<file path="src/rtl/serial_comparator32.sv">
// Bit-serial magnitude comparator: MSB-first, early exit on the first differing bit.
// Optional two's-complement mode when SERIAL_CMP_SIGNED_EN is defined (adds port signed_mode).
module serial_comparator32 #(
    parameter int unsigned WIDTH = 32
) (
    input  logic             clk,
    input  logic             rst_n,
    input  logic             start,
    input  logic             clr,
    input  logic [WIDTH-1:0] a,
    input  logic [WIDTH-1:0] b,
`ifdef SERIAL_CMP_SIGNED_EN
    input  logic             signed_mode,
`endif
    output logic             busy,
    output logic             done,
    output logic             gr,
    output logic             lt,
    output logic             eq
);

    localparam int unsigned CW = (WIDTH > 1) ? $clog2(WIDTH) : 1;

    typedef enum logic {
        StIdle,
        StRun
    } state_e;

    state_e           state_q;
    logic [WIDTH-1:0] sh_a_q;
    logic [WIDTH-1:0] sh_b_q;
    logic [CW-1:0]    cnt_q;
    logic             sgn_q;
    logic             sgn_in;
    logic             msb_a;
    logic             msb_b;
    logic             first_bit;

`ifdef SERIAL_CMP_SIGNED_EN
    assign sgn_in = signed_mode;
`else
    assign sgn_in = 1'b0;
`endif

    assign busy      = (state_q == StRun);
    assign msb_a     = sh_a_q[WIDTH-1];
    assign msb_b     = sh_b_q[WIDTH-1];
    // The counter still holds its load value only while the sign bit is under test.
    assign first_bit = (cnt_q == CW'(WIDTH - 1));

    always_ff @(posedge clk or negedge rst_n) begin
        if (!rst_n) begin
            state_q <= StIdle;
            sh_a_q  <= '0;
            sh_b_q  <= '0;
            cnt_q   <= '0;
            sgn_q   <= 1'b0;
            done    <= 1'b0;
            gr      <= 1'b0;
            lt      <= 1'b0;
            eq      <= 1'b0;
        end else begin
            done <= 1'b0;
            if (clr) begin
                state_q <= StIdle;
                gr      <= 1'b0;
                lt      <= 1'b0;
                eq      <= 1'b0;
            end else begin
                case (state_q)
                    StIdle: begin
                        if (start) begin
                            sh_a_q  <= a;
                            sh_b_q  <= b;
                            sgn_q   <= sgn_in;
                            cnt_q   <= CW'(WIDTH - 1);
                            gr      <= 1'b0;
                            lt      <= 1'b0;
                            eq      <= 1'b0;
                            state_q <= StRun;
                        end
                    end
                    StRun: begin
                        if (msb_a != msb_b) begin
                            // Two's complement: a set sign bit means the smaller operand.
                            if (sgn_q && first_bit) begin
                                gr <= msb_b;
                                lt <= msb_a;
                            end else begin
                                gr <= msb_a;
                                lt <= msb_b;
                            end
                            done    <= 1'b1;
                            state_q <= StIdle;
                        end else if (cnt_q != '0) begin
                            sh_a_q <= {sh_a_q[WIDTH-2:0], 1'b0};
                            sh_b_q <= {sh_b_q[WIDTH-2:0], 1'b0};
                            cnt_q  <= cnt_q - 1'b1;
                        end else begin
                            eq      <= 1'b1;
                            done    <= 1'b1;
                            state_q <= StIdle;
                        end
                    end
                    default: state_q <= StIdle;
                endcase
            end
        end
    end

endmodule

</file>
<file path="config.mk">
export PLATFORM = sky130hd
export DESIGN_NAME = serial_comparator32
export DESIGN_NICKNAME = d
export VERILOG_FILES = /design/src/rtl/serial_comparator32.sv
export SDC_FILE = /design/constraint.sdc
export NUM_CORES = 1
export LEC_CHECK = 0
export CORE_MARGIN = 4
export CORE_UTILIZATION = 45
export DETAILED_ROUTE_END_ITERATION = 12
export GPL_TIMING_DRIVEN = 1
export PLACE_DENSITY = 0.82
export SLEW_MARGIN = 20
export SYNTH_ARGS = -nofsm -noshare
export SYNTH_HDL_FRONTEND = slang
export SYNTH_SLANG_ARGS = --single-unit
</file>
<file path="constraint.sdc">
create_clock -name clk -period 1.8 [get_ports clk]
set_input_delay 0.36 -clock clk [delete_from_list [all_inputs] [get_ports clk]]
set_output_delay 0.36 -clock clk [all_outputs]
set_load 0.01 [all_outputs]
</file>
=== Word level (Yosys, flattened, before mapping) ===
Cells that the tools add are included.

* Input bits: 68
* Latch bits: 0
* Logic and storage cells: 55
* Bits in registers: 74
* Output and inout bits: 5
* Memory bits (writable): 0
* ROM bits: 0
* Memories kept: 0

* Magnitude comparators: 0
* Multipliers: 0
* Bitwise logic cells: 2
* Shift operators: 0
* Reductions and logical operators: 4
* Eq/ne operators: 8
* Muxes and demuxes: 32
* Div/mod/pow operators: 0
* Add/subtract/negate cells: 1

{| class="wikitable"
|+ Operator list
! kind !! number
|-
| $mux W32 || 6
|-
| $pmux W32 S2 || 2
|-
| $mux W1 || 16
|-
| $mux W5 || 3
|-
| $pmux W5 S2 || 1
|-
| $ne A3 B3 Y1 const B || 3
|-
| $pmux W1 S2 || 4
|-
| $reduce_bool A5 Y1 || 1
|-
| $sub A5 B1 Y5 const B || 1
|-
| $ne A2 B2 Y1 const B || 2
|-
| $reduce_and A4 Y1 || 1
|-
| $ne A3 B2 Y1 const B || 1
|-
| $reduce_and A3 Y1 || 1
|-
| $ne A2 B1 Y1 const B || 1
|-
| $not A1 Y1 || 2
|-
| $reduce_and A2 Y1 || 1
|-
| $ne A1 B1 Y1 || 1
|}

=== Logic depth before layout (Yosys ltp) ===
* Depth in word-level cells: 5
* Depth in mapped cells: 7
* Gate-level depth less buffers: 7

=== Worst setup path after synthesis ===
No wires, ideal clock.

* Path type: register -> register
* Start point: reg cnt_q[0]
* End point: reg sh_b_q[25]
* Data arrival time: 1,597 ps
* Setup time: 137 ps
* Data required time: 1,663 ps
* Buffers on the path: 1
* Cell stages (with the launch flop): 8
* Clock period less this slack: 1,734 ps
* Setup slack: 66 ps
* Path through: dfrtp_1 inv_1 ha_1 nor4b_1 nor2_2 buf_6 o22ai_1 a21oi_1

* Word-level cells in the longest chain between the ends: 3

{| class="wikitable"
|+ RTL lines
! element !! line !! RTL
|-
| start: declaration || 32 || <nowiki>logic [CW-1:0] cnt_q;</nowiki>
|-
| start signal: assignment || 76 || <nowiki>cnt_q <= CW'(WIDTH - 1);</nowiki>
|-
| start signal: assignment || 98 || <nowiki>cnt_q <= cnt_q - 1'b1;</nowiki>
|-
| $reduce_bool A5 Y1 || 95 || <nowiki>end else if (cnt_q != '0) begin</nowiki>
|-
| $ne A2 B1 Y1 (no line) || - ||
|-
| $reduce_and A4 Y1 (no line) || - ||
|-
| end signal: assignment || 97 || <nowiki>sh_b_q <= {sh_b_q[WIDTH-2:0], 1'b0};</nowiki>
|-
| end: declaration || 31 || <nowiki>logic [WIDTH-1:0] sh_b_q;</nowiki>
|}

No other way between the ends.
A chain may end at the register's enable or synchronous reset.

=== Worst setup path in the final report ===
* Start point: reg cnt_q[1]
* End point: reg sh_a_q[14]

* Word-level cells in the longest chain between the ends: 3

{| class="wikitable"
|+ RTL lines
! element !! line !! RTL
|-
| $reduce_bool A5 Y1 || 95 ||
|-
| $ne A2 B1 Y1 (no line) || - ||
|-
| $reduce_and A4 Y1 (no line) || - ||
|-
| end signal: assignment || 96 || <nowiki>sh_a_q <= {sh_a_q[WIDTH-2:0], 1'b0};</nowiki>
|-
| end: declaration || 30 || <nowiki>logic [WIDTH-1:0] sh_a_q;</nowiki>
|}

No other way between the ends.

==> metrics <==
RD Place Congestion roughly 0.81; WP data arrival 2.05 ns; r2r worst-path depth 7; CP max FO 19; Hold/Removal Path Class input pin to async pin; asr flop ratio synth 100.0%; switch share 38.89%; worst path required time between 2 and 2.5 ns; Reg-to-Reg Start cnt_q[1]; r2r setup slk ~0.020 ns; CP startpoint kind flop; Max-Cap Viols 0; Setup Crit Path Kind flop to flop; port bufs 72; vias in the first global route 3245; Post-synth EDFFs 0; CTS tree built; Clk pwr share ~14%; worst vdd ir a little over 0.9 mV; Pleak around 1.8 nW; global route total overflow 0; Top FF cell, synth dfrtp_1; Worst Setup SP cnt_q[1]; post-synthesis sequential area ratio 52.86%; count of different cell masters after synthesis 33; initial core utilization 47.29%; commonest cells after routing, fill and taps aside 116 x o22ai_1, 73 x dfrtp_1, 70 x clkdlybuf4s50_1, 63 x a21oi_1, 24 x buf_4; Critical Path Sink Type flop; yosys warns 0; Register Area 1853 um^2; # setup viols final 0; Mapped Area 3503 um^2; CTS clk-pin slew, worst paths 0.08 ns; Die ar. 9261 um^2; placed instance count 511; max-slew violation count 0; via count between 3000 and 4000; min Tclk post-route 1.780 ns; drt first pass iters 4; P per Cell Area 1729 nW/um^2; row count 31; H-tree level count 3; Sink Count 74; setup total negative slack 0 ns; initial antenna violation count 0; top achievable clock speed between 0.5 and 0.6 GHz; first-pass GRT wire length 15030 um; Die W about 96 um; Placed Area about 4500 um^2; combinational fraction of design power 47.9%; fillers between 500 and 600; period utilization 98.88%; Internal between 5 and 6 mW; Tot Pwr 8.247 mW; Synth Register Bits 74; fin area 4770 um^2; Hold Vio Cnt, Final 0; Wirelength per Cell between 15 and 20 um; Layout Cells excl Fill between 500 and 600; Mean Syn Cell Area 10.15 um^2; Worst Max-Slew Pin Slew 0.4272 ns; Synthesized Nets 414; Critical Path Sink sh_a_q[14]; # diodes 0; die height just under 100 um; fin nets 496; overall routing resource usage roughly a fifth; Core Area about 7400 um^2; clock latency on the worst-skew pair around 0.34 ns; largest net degree at the start of global routing 42; Initial DRC Count between 200 and 250; Slew HR 71.52%; Clock Path Buffers 2; R2R Path End sh_a_q[14]; Setup Skew 0.005062 ns; # IOs 73; Reg power frac 38.0%; Post-DP HPWL 6197 um; root buffer cell clkbuf_8; Post-DRT Antenna Nets 0; Post-Synthesis Cells approximately 350; commonest non-fill, non-tap cell in the layout o22ai_1; RSZ-0062 raised after global routing yes; outcome finished, final reports clean; CTS Buf Count 9; area delta synth->final 36.14%; drt total wl 9344 um; layout cells sized above 1 15.97%; switching power 3.207 mW; via/cell ratio approximately 6.2; multi-input logic area roughly 1500 um^2; detailed-route DRC error count 0
-- cells by family (layout without fill, tap and decap cells) --
logic type | count (synthesis) | after routing | synth area share, %
xor gates and xnor gates | 2 | 2 | 0.7145
and+or+nand+nor | 22 | 22 | 3.750
buffers and inverters | 42 | 129 | 7.250
adders and majority gates | 3 | 3 | 0.9285
DFF | 74 | 74 | 52.86
AOI/OAI and AO/OA | 202 | 202 | 34.50
-- state kept, by name, summed over array words and instances (netlist names) --
name    cells
lt          1
sh_a_q     32
busy        1
sh_b_q     32
done        1
gr          1
eq          1
cnt_q       5
-- timing repair --
action,4_1_cts,5_1_grt
hold endpoints to repair,22,0
gates resized for setup,3,13
pin swaps,3,11
buffers inserted,1,2
hold buffers,1,0
endpoints found under the setup margin,63,68
-- synth_stat cells, types with 2 or more instances --
| cell | n | area share (%) |
|---|---|---|
| clkbuf_1 | 19 | 2.0 |
| inv_1 | 6 | 0.64 |
| o21ai_0 | 3 | 0.43 |
| nor4b_1 | 2 | 0.50 |
| nand2_1 | 4 | 0.43 |
| o22ai_1 | 123 | 22 |
| dfrtp_1 | 74 | 53 |
| nand2b_1 | 2 | 0.36 |
| nor4_1 | 2 | 0.36 |
| a22o_1 | 2 | 0.50 |
| clkbuf_2 | 2 | 0.29 |
| nor2_1 | 8 | 0.86 |
| a21oi_1 | 63 | 9.0 |
| maj3_1 | 2 | 0.57 |
| buf_6 | 12 | 3.9 |
| buf_2 | 3 | 0.43 |
| a22oi_1 | 2 | 0.43 |
-- power by group through the flow --
| stage | sequential (mW) | clock [mW] | combinational, mW |
|---|---|---|---|
| finish | 3.13 | 1.17 | 3.95 |
| global route | 3.23 | 1.27 | 4.33 |
| CTS | 3.07 | 1.19 | 3.67 |
| detailed placement | 3.10 | 0 | 3.63 |
| global placement | 3.05 | 0 | 3.49 |
| floorplan | 2.88 | 0 | 2.71 |
-- worst max-delay path: stages (launching register included) --
cell and delay, ns:
dfrtp_1 0.40, inv_2 0.08, ha_4 0.14, or4b_4 0.49, nand3_4 0.16, buf_12 0.17, o22ai_1 0.09, a21oi_1 0.16
-- metal layers --
layer  vias up  track usage, %  wire length, um
met2       123           33.87             4676
li1       1535               -                -
met1      1596           26.49             3918
met5         -               0                0
met4         0           8.294              223
met3        21           5.160              526
-- worst min-delay path by stage --
stage	startpoint	end	depth (start not counted)	slack [ns]
after global placement	rst_n	sh_b_q[24]	1	0.28
after CTS	rst_n	sh_b_q[23]	2	0.44
after detailed placement	rst_n	sh_b_q[23]	1	0.28
after floorplan	rst_n	busy	0	0.06
after global routing	rst_n	sh_b_q[23]	2	0.45
final	rst_n	sh_b_q[23]	2	0.44
-- per-stage QoR --
step	hold WS, ns	utilization [%]	setup WS (ns)
3_3_place_gp	0.2789	60.31	-0.02085
2_1_floorplan	0.06441	-	0.06638
4_1_cts	0.4448	63.13	0.0004836
3_5_place_dp	0.2769	60.31	-0.09790
5_1_grt	0.4543	64.38	-0.05978
6_report	0.4443	64.38	0.02008
-- final cells by class --
type / count / area share [%]
clock inverters: 6 / 0.8657
repair buffers: 107 / 23.37
well taps: 99 / 2.597
flip-flops and latches: 74 / 38.85
multi-input cells: 229 / 30.95
inverters: 6 / 0.4722
clock buffers: 10 / 2.886
Note: power is estimated with default switching activity, not from simulation.
==> RTL change, RTL diff (same flow settings) <==
Add an input register stage for `start`, `clr`, `a` and `b`, without a reset; this delays them by one clock.
--- a/src/rtl/serial_comparator32.sv
+++ b/src/rtl/serial_comparator32.sv
@@ -25,6 +25,18 @@
         StIdle,
         StRun
     } state_e;
+
+    logic start_q;
+    logic clr_q;
+    logic [WIDTH-1:0] a_q;
+    logic [WIDTH-1:0] b_q;
+
+    always_ff @(posedge clk) begin
+        start_q <= start;
+        clr_q   <= clr;
+        a_q     <= a;
+        b_q     <= b;
+    end
 
     state_e           state_q;
     logic [WIDTH-1:0] sh_a_q;
@@ -61,7 +73,7 @@
             eq      <= 1'b0;
         end else begin
             done <= 1'b0;
-            if (clr) begin
+            if (clr_q) begin
                 state_q <= StIdle;
                 gr      <= 1'b0;
                 lt      <= 1'b0;
@@ -69,9 +81,9 @@
             end else begin
                 case (state_q)
                     StIdle: begin
-                        if (start) begin
-                            sh_a_q  <= a;
-                            sh_b_q  <= b;
+                        if (start_q) begin
+                            sh_a_q  <= a_q;
+                            sh_b_q  <= b_q;
                             sgn_q   <= sgn_in;
                             cnt_q   <= CW'(WIDTH - 1);
                             gr      <= 1'b0;
Function: changed (a bounded check fails within 4 cycles, from zero or initial values and one cycle with rst_n low).
==> RTL change against the unedited design <==
Combinational power shrank 9.6%; setup slack gained 0.032 ns; worst hold slack lost 0.16 ns; area after synthesis grew 37%; cell area grew 33%; power grew 39%; sequential cell count grew 66; via count grew 14%; utilization shrank 2.7 points; count of clock-buffer cells in the layout grew 10; critical endpoint is now sh_a_q[16]; wire length grew 18%; largest cell class unchanged; sequential power grew 49%.
==> RTL change: results (changes against the unedited design) <==
* IO buf count at 72 (unchanged)
* Leakage at 2.535 nW (was 1.848 nW)
* Reg clk slew, reported paths at 0.06 ns (was 0.08 ns)
* CTS Buf Count at 17 (was 9)
* Vias in the first global route at 3758 (was 3245)
* Met3 usage at 5.677% (was 5.160%)
* Maximum VDD drop at 836.4 uV (was 910.9 uV)
* R2R setup slack at 0.05 ns (was 0.02 ns)
* Worst Reg2Reg Path Length in Cells at 7 (unchanged)
* Outcome: completed (unchanged)
* CP max FO at 15 (was 19)
* Hold Crit Class: in2reg (was in2async)
* Met2 Resource Use GR at 29.33% (was 33.87%)
* Yosys cell types at 35 (was 33)
* Final RePlAce weighted congestion at 0.7801 (was 0.8127)
* Htree depth at 4 (was 3)
* Crit Reg-Reg Startpoint: cnt_q[0] (was cnt_q[1])
* Drt first pass iters at 6 (was 4)
* Commonest cells post-synth: o22ai_1 (123), dfrtp_1 (74), dfxtp_1 (66) (was o22ai_1 (123), dfrtp_1 (74), a21oi_1 (63))
* Seq/Total Area, Yosys at 66.34% (was 52.86%)
* Main area contributors after synthesis: dfrtp_1 (39%), dfxtp_1 (28%), o22ai_1 (16%) (was dfrtp_1 (53%), o22ai_1 (22%), a21oi_1 (9.0%))
* Crit Reg-Reg Endpoint: sh_a_q[16] (was sh_a_q[14])
* Post-CTS Repair Setup Buffers at 0 (was 1)
* Area after DPL at 0.005725 mm2 (was 0.004468 mm2)
* Post-Syn Nets at 483 (was 414)
* Share of layout cells above drive strength 1 at 13.61% (was 15.97%)
* Fin Hold WS at 0.2824 ns (was 0.4443 ns)
* Initial DRC count at 235 (was 237)
* Layout Nets at 563 (was 496)
* First-pass GRT wire length at 18140 um (was 15030 um)
* Placed wire-length estimate at 6847 um (was 6197 um)
* Largest net degree at the start of global routing at 46 (was 42)
* Vias per inst at 5.785 (was 6.168)
* GRT Total Usage at 18.23% (was 20.81%)
* # fillers at 789 (was 566)
* Worst-Margin Slew at 0.4686 ns (was 0.4272 ns)
* Clock skew at 0.006380 ns (was 0.005062 ns)
* Clk_lat worst skew at 0.52 ns (was 0.34 ns)
* GRT met1 Usage at 22.50% (was 26.49%)
* Post-Route WL at 11050 um (was 9344 um)
* Ys async rst share at 52.86% (was 100.0%)
[RTL change: worst max path at each step]
stage            endpoint  slack (ns)     start  depth (start not counted)
6_report       sh_a_q[16]        0.05  cnt_q[0]                          7
5_1_grt        sh_a_q[23]       -0.04  cnt_q[0]                          8
4_1_cts        sh_b_q[14]        0.03  cnt_q[1]                          8
3_5_place_dp   sh_b_q[15]       -0.07  cnt_q[0]                          7
3_3_place_gp   sh_b_q[18]       0.008  cnt_q[0]                          7
2_1_floorplan  sh_a_q[24]        0.06  cnt_q[1]                          8
[RTL change: area by class of cell]
type / instances / area (um2) / share of cell area [%]
clock buffers: 20 / 456.7 / 7.174
inverters: 8 / 30.03 / 0.4717
flip-flops and latches: 140 / 3174 / 49.86
multi-input cells: 229 / 1430 / 22.46
repair buffers: 98 / 993.5 / 15.61
clock inverters: 12 / 111.4 / 1.749
well taps: 136 / 170.2 / 2.673
[RTL change: cells by family after synthesis]
logic type               share of synthesized area (%)
XOR/XNOR                                        0.3663
adder cells (fa/ha/maj)                         0.6801
buffers and inverters                            4.734
AO/OA/AOI/OAI                                    25.16
AND/OR/NAND/NOR                                  2.720
flip-flops                                       66.34
[RTL change: critical path, cell delays in order (launching register included)]
cell and delay [ns]:
dfrtp_1 0.35, inv_1 0.06, ha_1 0.21, nor4b_4 0.14
or3_4 0.37, buf_4 0.21, o22ai_1 0.17, a21oi_1 0.11
[RTL change: metal layers]
layer | part of all wire [%] | vias up
li1 | - | 1748
met1 | 43 | 1813
met5 | 0 | -
met4 | 2.5 | 0
met2 | 50 | 134
met3 | 4.7 | 25
[RTL change: per-stage QoR]
| stage | setup WS [ns] | std cells |
|---|---|---|
| after CTS | 0.02939 | 643 |
| after global placement | 0.008476 | 610 |
| after floorplan | 0.05827 | 414 |
| after detailed placement | -0.07044 | 610 |
| after global routing | -0.04220 | 643 |
| final | 0.05178 | 643 |
[RTL change: power breakdown]
| part | switching [mW] | internal (mW) | total (mW) |
|---|---|---|---|
| Clock | 1.29 | 1.96 | 3.25 |
| Combinational | 1.85 | 1.72 | 3.57 |
| Sequential | 0.683 | 3.97 | 4.66 |
[RTL change: repair_timing]
item,in CTS,in global routing
hold endpoints to repair,22,0
setup endpoints to repair,42,48
resized for setup,10,8
hold buffers,1,0
